===== config.mk =====
export PLATFORM = sky130hd
export DESIGN_NAME = wb_arbiter_flat
export DESIGN_NICKNAME = d
export VERILOG_FILES = /design/src/rtl/pipe_pkg.sv /design/src/rtl/wb_arbiter_if.sv /design/src/rtl/wb_arbiter.sv /design/src/flat_wrapper.sv
export SDC_FILE = /design/constraint.sdc
export NUM_CORES = 1
export LEC_CHECK = 0
export ABC_AREA = 1
export CORE_MARGIN = 2
export CORE_UTILIZATION = 35
export CTS_BUF_LIST = sky130_fd_sc_hd__clkbuf_4
export CTS_CLUSTER_DIAMETER = 150
export DETAILED_ROUTE_END_ITERATION = 8
export PLACE_DENSITY_LB_ADDON = 0.3
export SLEW_MARGIN = 30
export SYNTH_ARGS = -nofsm -noshare
export SYNTH_HDL_FRONTEND = slang
export SYNTH_SLANG_ARGS = --single-unit

===== constraint.sdc =====
create_clock -name clk -period 1.96 [get_ports clk]
set_input_delay 0.392 -clock clk [delete_from_list [all_inputs] [get_ports clk]]
set_output_delay 0.392 -clock clk [all_outputs]
set_load 0.005 [all_outputs]

===== src/rtl/pipe_pkg.sv =====
// Shared pipeline definitions for the write-back arbiter: register-file
// widths, the zero register and the arbiter state encoding.
package pipe_pkg;

    localparam int DATA_W = 32;
    localparam int REG_W  = 5;
    localparam int AGE_W  = 3;

    localparam logic [REG_W-1:0] REG_ZERO = 5'd0;

    typedef enum logic [1:0] {
        IDLE  = 2'd0,
        HOLD  = 2'd1,
        STALL = 2'd2
    } wb_arb_state_t;

endpackage : pipe_pkg


===== src/rtl/wb_arbiter_if.sv =====
// Bundle of the MEM/WB write request, the mul/div result handshake and the
// register-file write port that meet at the write-back arbiter.
interface wb_arbiter_if;
    import pipe_pkg::*;

    logic              wr_regWr;
    logic              wr_memtoreg;
    logic [DATA_W-1:0] wr_dout;
    logic [DATA_W-1:0] wr_result;
    logic [REG_W-1:0]  wr_rw;

    logic              md_valid;
    logic [REG_W-1:0]  md_rw;
    logic [DATA_W-1:0] md_data;
    logic              md_ready;

    logic              rf_we;
    logic [REG_W-1:0]  rf_rw;
    logic [DATA_W-1:0] rf_din;

    logic              pipe_stall;

    // Arbiter side.
    modport slave (
        input  wr_regWr, wr_memtoreg, wr_dout, wr_result, wr_rw,
        input  md_valid, md_rw, md_data,
        output md_ready,
        output rf_we, rf_rw, rf_din,
        output pipe_stall
    );

    // Pipeline / mul-div / register-file side.
    modport master (
        output wr_regWr, wr_memtoreg, wr_dout, wr_result, wr_rw,
        output md_valid, md_rw, md_data,
        input  md_ready,
        input  rf_we, rf_rw, rf_din,
        input  pipe_stall
    );

endinterface : wb_arbiter_if


===== src/rtl/wb_arbiter.sv =====
// Register-file write-port arbiter: pipeline first, mul/div results parked in a
// one-entry buffer, stall request on starvation. Option: WB_ARB_WAW_DROP_EN.
module wb_arbiter
    import pipe_pkg::*;
#(
    parameter int unsigned STARVE_MAX = 4   // legal 1..7, fits the age counter
) (
    input  logic         clk,
    input  logic         rst_n,
    wb_arbiter_if.slave  bus
);

    localparam logic [AGE_W-1:0] STARVE_LIM = AGE_W'(STARVE_MAX);

    wb_arb_state_t     r_state;
    wb_arb_state_t     w_state_nxt;
    logic [AGE_W-1:0]  r_age;
    logic [AGE_W-1:0]  w_age_nxt;
    logic [REG_W-1:0]  r_buf_rw;
    logic [DATA_W-1:0] r_buf_data;

    logic w_pipe_wr;
    logic w_md_wr;
    logic w_capture;
    logic w_release;
    logic w_waw_hit;

    assign w_pipe_wr = bus.wr_regWr & (bus.wr_rw != REG_ZERO);
    assign w_md_wr   = bus.md_valid & (bus.md_rw != REG_ZERO);

`ifdef WB_ARB_WAW_DROP_EN
    // A younger pipeline write to the buffered register makes the parked result dead.
    assign w_waw_hit = w_pipe_wr & (r_state != IDLE) & (bus.wr_rw == r_buf_rw);
`else
    assign w_waw_hit = 1'b0;
`endif

    // The buffer empties either by draining into a free slot or by a WAW drop.
    assign w_release = !w_pipe_wr || w_waw_hit;

    // NOTE: every output of this block gets a default first so no path infers a latch.
    always_comb begin
        w_state_nxt = r_state;
        w_age_nxt   = r_age;
        w_capture   = 1'b0;
        unique case (r_state)
            IDLE: begin
                if (w_md_wr && w_pipe_wr) begin
                    w_capture   = 1'b1;
                    w_age_nxt   = '0;
                    w_state_nxt = HOLD;
                end
            end
            HOLD: begin
                if (w_release) begin
                    w_age_nxt   = '0;
                    w_state_nxt = IDLE;
                end else begin
                    w_age_nxt = r_age + 1'b1;
                    if (r_age + 1'b1 == STARVE_LIM) begin
                        w_state_nxt = STALL;
                    end
                end
            end
            STALL: begin
                if (w_release) begin
                    w_age_nxt   = '0;
                    w_state_nxt = IDLE;
                end
            end
            default: begin
                w_age_nxt   = '0;
                w_state_nxt = IDLE;
            end
        endcase
    end

    // NOTE: sequential state uses non-blocking assignments so every flop samples pre-edge values.
    always_ff @(posedge clk) begin
        if (!rst_n) begin
            r_state <= IDLE;
            r_age   <= '0;
        end else begin
            r_state <= w_state_nxt;
            r_age   <= w_age_nxt;
        end
    end

    // NOTE: payload registers are not reset; their validity is carried entirely by r_state.
    always_ff @(posedge clk) begin
        if (w_capture) begin
            r_buf_rw   <= bus.md_rw;
            r_buf_data <= bus.md_data;
        end
    end

    always_comb begin
        bus.rf_we      = 1'b0;
        bus.rf_rw      = REG_ZERO;
        bus.rf_din     = '0;
        bus.md_ready   = rst_n & (r_state == IDLE);
        bus.pipe_stall = rst_n & (r_state == STALL);
        if (rst_n) begin
            if (w_pipe_wr) begin
                bus.rf_we  = 1'b1;
                bus.rf_rw  = bus.wr_rw;
                bus.rf_din = bus.wr_memtoreg ? bus.wr_dout : bus.wr_result;
            end else if (r_state != IDLE) begin
                bus.rf_we  = 1'b1;
                bus.rf_rw  = r_buf_rw;
                bus.rf_din = r_buf_data;
            end else if (w_md_wr) begin
                bus.rf_we  = 1'b1;
                bus.rf_rw  = bus.md_rw;
                bus.rf_din = bus.md_data;
            end
        end
    end

endmodule : wb_arbiter


===== src/flat_wrapper.sv =====
// flat-port wrapper written by rule: the top's interface ports become plain ports
module wb_arbiter_flat import pipe_pkg::*;
#(
    parameter int unsigned STARVE_MAX = 4                                      
)
  (clk, rst_n, bus_wr_regWr, bus_wr_memtoreg, bus_wr_dout, bus_wr_result, bus_wr_rw, bus_md_valid, bus_md_rw, bus_md_data, bus_md_ready, bus_rf_we, bus_rf_rw, bus_rf_din, bus_pipe_stall);
  wb_arbiter_if bus_i ();
  input  logic clk;
  input  logic rst_n;
  input wire logic [$bits(bus_i.wr_regWr)-1:0] bus_wr_regWr;
  input wire logic [$bits(bus_i.wr_memtoreg)-1:0] bus_wr_memtoreg;
  input wire logic [$bits(bus_i.wr_dout)-1:0] bus_wr_dout;
  input wire logic [$bits(bus_i.wr_result)-1:0] bus_wr_result;
  input wire logic [$bits(bus_i.wr_rw)-1:0] bus_wr_rw;
  input wire logic [$bits(bus_i.md_valid)-1:0] bus_md_valid;
  input wire logic [$bits(bus_i.md_rw)-1:0] bus_md_rw;
  input wire logic [$bits(bus_i.md_data)-1:0] bus_md_data;
  output wire logic [$bits(bus_i.md_ready)-1:0] bus_md_ready;
  output wire logic [$bits(bus_i.rf_we)-1:0] bus_rf_we;
  output wire logic [$bits(bus_i.rf_rw)-1:0] bus_rf_rw;
  output wire logic [$bits(bus_i.rf_din)-1:0] bus_rf_din;
  output wire logic [$bits(bus_i.pipe_stall)-1:0] bus_pipe_stall;
  assign bus_i.wr_regWr = bus_wr_regWr;
  assign bus_i.wr_memtoreg = bus_wr_memtoreg;
  assign bus_i.wr_dout = bus_wr_dout;
  assign bus_i.wr_result = bus_wr_result;
  assign bus_i.wr_rw = bus_wr_rw;
  assign bus_i.md_valid = bus_md_valid;
  assign bus_i.md_rw = bus_md_rw;
  assign bus_i.md_data = bus_md_data;
  assign bus_md_ready = bus_i.md_ready;
  assign bus_rf_we = bus_i.rf_we;
  assign bus_rf_rw = bus_i.rf_rw;
  assign bus_rf_din = bus_i.rf_din;
  assign bus_pipe_stall = bus_i.pipe_stall;
  wb_arbiter #(.STARVE_MAX(STARVE_MAX)) u_core (.clk(clk), .rst_n(rst_n), .bus(bus_i));
endmodule

Word-level counts from Yosys, hierarchy flattened
Index checks and enable logic that the tools add are counted.
{ "op_classes": {"n_reduce_logical": 7, "bitwise": 4, "n_eq_ne": 6, "n_mux": 24, "n_addsub": 1} }
{ "ops": {"columns": ["operator", "n"], "rows": [
  ["$mux 32", 5],
  ["$mux 5", 4],
  ["$reduce_bool 5->1", 2],
  ["$mux 3", 3],
  ["$pmux 3 s3", 1],
  ["$mux 2", 4],
  ["$mux 1", 6],
  ["$pmux 2 s3", 1],
  ["$and 1x1->1", 4],
  ["$add 3x1->3 const B", 1],
  ["$eq 3x3->1 const B", 1],
  ["$ne 3x3->1 const B", 1],
  ["$reduce_and 3->1", 1],
  ["$eq 2x1->1 const B", 1],
  ["$eq 2x2->1 const B", 1],
  ["$logic_not 2->1", 1],
  ["$ne 2x1->1 const B", 1],
  ["$ne 2x2->1 const B", 1],
  ["$reduce_and 2->1", 1],
  ["$reduce_bool 2->1", 1],
  ["$logic_and 1x1->1", 1]
]} }
{ "totals": {"word_cells": 46, "register_bits": 42} }

Longest topological paths before layout
{ "depth": {"ltp_word": 6, "ltp_mapped": 9} }

Worst setup path before layout
No wires, ideal clock.
{ "synth_timing": {"kind": "input-to-reg", "from": "input bus_wr_rw[2]", "to": "register u_core.r_buf_data[0] (enable)", "path_buffers": 1, "arrival_time_ns": 1.687, "required_time_ns": 1.561, "setup_time_ns": 0.399, "setup_slack_ns": -0.126, "stages": 5, "cell_sequence": "nor2_1 > nand3b_1 > nand2_2 > clkbuf_2 > nor3_4"} }
{ "synth_between": {"elab_chain_cells": 5} }
{ "synth_lines": {"columns": ["item", "line", "text"], "rows": [
  ["from (decl)", "flat_wrapper.sv:14", "input wire logic [$bits(bus_i.wr_rw)-1:0] bus_wr_rw;"],
  ["$reduce_bool 5->1", "wb_arbiter.sv:28", "assign w_pipe_wr = bus.wr_regWr & (bus.wr_rw != REG_ZERO);"],
  ["$and 1x1->1", "wb_arbiter.sv:28", null],
  ["$logic_and 1x1->1", "wb_arbiter.sv:48", "if (w_md_wr && w_pipe_wr) begin"],
  ["$mux 1", "wb_arbiter.sv:48", null],
  ["$mux 1", "wb_arbiter.sv:46", "unique case (r_state)"],
  ["named net u_core.w_capture", "wb_arbiter.sv:24", "logic w_capture;"],
  ["to (signal assigned)", "wb_arbiter.sv:93", "r_buf_data <= bus.md_data;"],
  ["to (decl)", "wb_arbiter.sv:20", "logic [DATA_W-1:0] r_buf_data;"]
]} }
The timed path passes the listed nets, and every way through them passes these cells.
A chain may end at the register's enable or synchronous reset.

Worst setup path after layout
{ "layout_timing": {"from": "register u_core.r_state[1]", "to": "output bus_rf_din[18]"} }
{ "layout_between": {"elab_chain_cells": 4} }
{ "layout_lines": {"columns": ["item", "line", "text"], "rows": [
  ["from (decl)", "wb_arbiter.sv:15", "wb_arb_state_t r_state;"],
  ["from (signal assigned)", "wb_arbiter.sv:84", "r_state <= w_state_nxt;"],
  ["$reduce_bool 2->1", "wb_arbiter.sv:108", "end else if (r_state != IDLE) begin"],
  ["$mux 32", "wb_arbiter.sv:108", null],
  ["$mux 32", "wb_arbiter.sv:104", "if (w_pipe_wr) begin"],
  ["$mux 32", "wb_arbiter.sv:103", "if (rst_n) begin"],
  ["to (decl)", "flat_wrapper.sv:21", "output wire logic [$bits(bus_i.rf_din)-1:0] bus_rf_din;"]
]} }
Every way passes these cells.

==> flow_metrics.py <==
metrics = {
    "outcome": {
        "status": "complete, but fails checks",
        "violations": "negative setup slack",
    },
    "timing": {
        "finalSetupViolCount": 31,
        "final-hold-violation-count": 0,
        "drv_slew": 0,
        "fin_ws_ps": -149.6,
        "hold_ws_ps": 292.2,
        "final.setup.tns_ps": -2314,
        "fin_crit_sh_pct": 107.6,
        "worstMarginPinSlew_ps": 297.4,
        "max_freq_ghz": 0.4740,
        "rsz0062_at_grt": "yes",
        "fin_crit_ps": 2110,
        "worst_clock_skew_ps": 12.76,
        "slew_headroom_pct": 79.96,
    },
    "pwr": {
        "p_leak_nw": 2.150,
        "power_density_mw_per_mm2": 491.6,
        "p_comb_share_pct": 36.8,
        "clockPowerShare_pct": 22.5,
        "netSwitchingPower_mw": 0.7254,
        "pwr-share-seq_pct": 40.8,
        "finalPower_mw": 2.532,
        "ir_drop_mv": 0.2871,
        "sw_frac_of_total_pct": 28.65,
        "p_int_mw": 1.806,
    },
    "critical_path": {
        "arrival_ps": 1720,
        "cp_cell_sequence": "nor2_4 -> inv_4 -> nor2_8 -> buf_12 -> buf_12 -> buf_6 -> nand2_2 -> a21oi_2 -> buf_2",
        "rr_worst_depth": 5,
        "cp_max_fo": 7,
        "cp_slowest_stage_delay_ps": 360,
        "crit_top_cell": "buf_12",
        "worstPathBufferInverterCount": 5,
        "worstPathRequired_ps": 1570,
        "worstSetupPathDepth": 9,
        "crit_path_start_kind": "flop",
        "cp_top_family": "buffers and inverters",
        "criticalPathCategory": "flop to output pin",
        "crit_slowest_cell": "dfxtp_2",
        "cp-end-kind": "output pin",
    },
    "routing": {
        "ant_nets": 0,
        "drtIter0Drc": 134,
        "drt-pass1-iter-count": 4,
        "drc": 0,
        "viasPerCell": 5.039,
        "vias": 3321,
        "wl_mm": 11.14,
        "routedWlPerCell_um": 16.91,
    },
    "synthesis": {
        "syn_nets": 475,
        "syn-cell-area_mm2": 0.002765,
        "yosys_warnings": 0,
        "ys_ff_latch": 42,
        "postSynthCellCount": 362,
        "synth.avg_cell_area_um2": 7.639,
        "synth_cell_type_count": 28,
        "ys_seq_area_share_pct": 43.80,
    },
    "clocking": {
        "clockBufferDepth": 2,
        "cts_tree": "built",
        "htree_levels": 2,
        "cts.sinks": 42,
        "hold_buffers": 0,
        "cts_buffers": 5,
        "root_buffer": "clkbuf_4",
        "clkLatencyLatePin_ps": 360,
        "clkTransAtPathRegs_ps": 130,
    },
    "hold_path": {
        "hp-class": "primary input to flop",
        "hold-path-cell-count": 1,
    },
    "floorplan": {
        "io_pins": 151,
        "die_h_um": 92.89,
        "core_mm2": 0.007687,
        "initial_core_util_pct": 35.97,
        "num_rows": 32,
        "fp.dieW_um": 92.89,
        "dieArea_mm2": 0.008628,
    },
    "layout": {
        "finalNonFillerCells": 659,
        "multi_input_area_mm2": 0.001624,
        "syn2layout_area_growth_pct": 86.24,
        "mostFrequentLayoutCell": "nor2_1",
        "nets": 669,
        "seqCellArea_mm2": 0.001214,
        "fillers": 656,
        "final_layout_size_suffix_gt1_share_pct": 36.62,
        "mostFrequentLayoutCells": "102 x nor2_1, 96 x clkdlybuf4s50_1, 46 x a21oi_2",
        "antenna_cells": 0,
    },
    "global_route": {
        "grt-ovfl-total": 0,
        "antenna_found_initial": 0,
        "track_usage_pct": 25.09,
        "grt_pass1_vias": 3402,
        "grt_max_degree": 28,
        "grt_pass1_wl_mm": 16.88,
    },
    "placement": {
        "dpl.cell_count": 629,
        "numPortBuffers": 150,
        "place_ws_ps": -768.1,
        "gp_congestion": 0.7768,
        "hpwl_mm": 6.866,
    },
    "job": {
        "drv_cap": 0,
    },
}
## state kept, by name, indices dropped and copies added, names as in the netlist
register / count
u_core.r_age: 3
u_core.r_buf_data: 32
u_core.r_state: 2
u_core.r_buf_rw: 5
## synth_stat cells (all sizes together)
library cell	number	share of area, %
edfxtp	37	40
dfxtp	5	3.6
or2	1	0.23
inv	12	1.7
o211ai	2	0.54
nand2	51	7.1
buf	19	5.8
nand3b	1	0.27
ha	2	0.90
clkbuf	7	1.0
nand3	4	0.90
a31oi	1	0.23
o21ai	36	6.5
a21oi	75	15
nor3	1	0.59
xor2	1	0.32
nor2	107	15
## per-layer routing
layer	vias up	track usage (%)	share of wire [%]	wire length, um
met5	-	0	0	0
met4	0	7.966	2.0	228
met3	21	4.801	6.3	704
met2	129	45.11	49	5511
met1	1554	30.06	42	4699
li1	1617	-	-	-
## logic make-up (layout without fill, tap and decap cells)
| logic type | count (synthesis) | in the layout | synth area share, % |
|---|---|---|---|
| AND/OR/NAND/NOR | 165 | 165 | 24.48 |
| flip-flops | 42 | 42 | 43.80 |
| adder cells (fa/ha/maj) | 2 | 2 | 0.9048 |
| AO/OA/AOI/OAI | 114 | 114 | 21.95 |
| XOR/XNOR | 1 | 1 | 0.3168 |
| buffers and inverters | 38 | 233 | 8.552 |
## power groups by stage
| stage | registers, mW | logic, mW | clock network (mW) |
|---|---|---|---|
| 3_3_place_gp | 1.05 | 0.772 | 0 |
| 5_1_grt | 1.03 | 0.998 | 0.621 |
| 2_1_floorplan | 1.05 | 0.299 | 0 |
| 4_1_cts | 1.03 | 0.897 | 0.583 |
| 3_5_place_dp | 1.05 | 0.781 | 0 |
| 6_report | 1.03 | 0.931 | 0.569 |
## final timing paths
path | start | endpoint | slack (ps)
worst min register to register | u_core.r_age[2] | u_core.r_age[2] | 490
worst max-delay path | u_core.r_state[1] | bus_rf_din[18] | -150
worst max register to register | u_core.r_state[1] | u_core.r_buf_data[7] | 370
worst min-delay path | bus_md_rw[0] | u_core.r_buf_rw[0] | 290
## metrics by stage
| step | util, % | area [um2] |
|---|---|---|
| 2_1_floorplan | - | 2790 |
| 3_3_place_gp | 60.06 | 4617 |
| 3_5_place_dp | 60.06 | 4617 |
| 4_1_cts | 65.46 | 5032 |
| 5_1_grt | 66.99 | 5150 |
| 6_report | 66.99 | 5150 |
## worst reg2reg max path, cell delays in order (launching register included)
cell	delay, ps
dfxtp_2	360
nor2_4	140
inv_4	80
buf_4	170
nor3_4	220
buf_4	310
## area by class of cell
cell class                 instances  area share [%]
clock inverter                     2          0.6560
tap                              102           2.478
sequential                        42           23.57
inverter                          12           1.069
multi-input combinational        282           31.54
timing repair buffer             213           39.82
clock buffer                       6          0.8746
## what timing repair did
action / in CTS / in global routing
gates cloned: 8 / 0
endpoints found under the setup margin: 40 / 39
pin swaps: 35 / 16
setup buffers: 16 / 4
gates resized for setup: 247 / 57
Note: power is estimated with default switching activity, not from simulation.
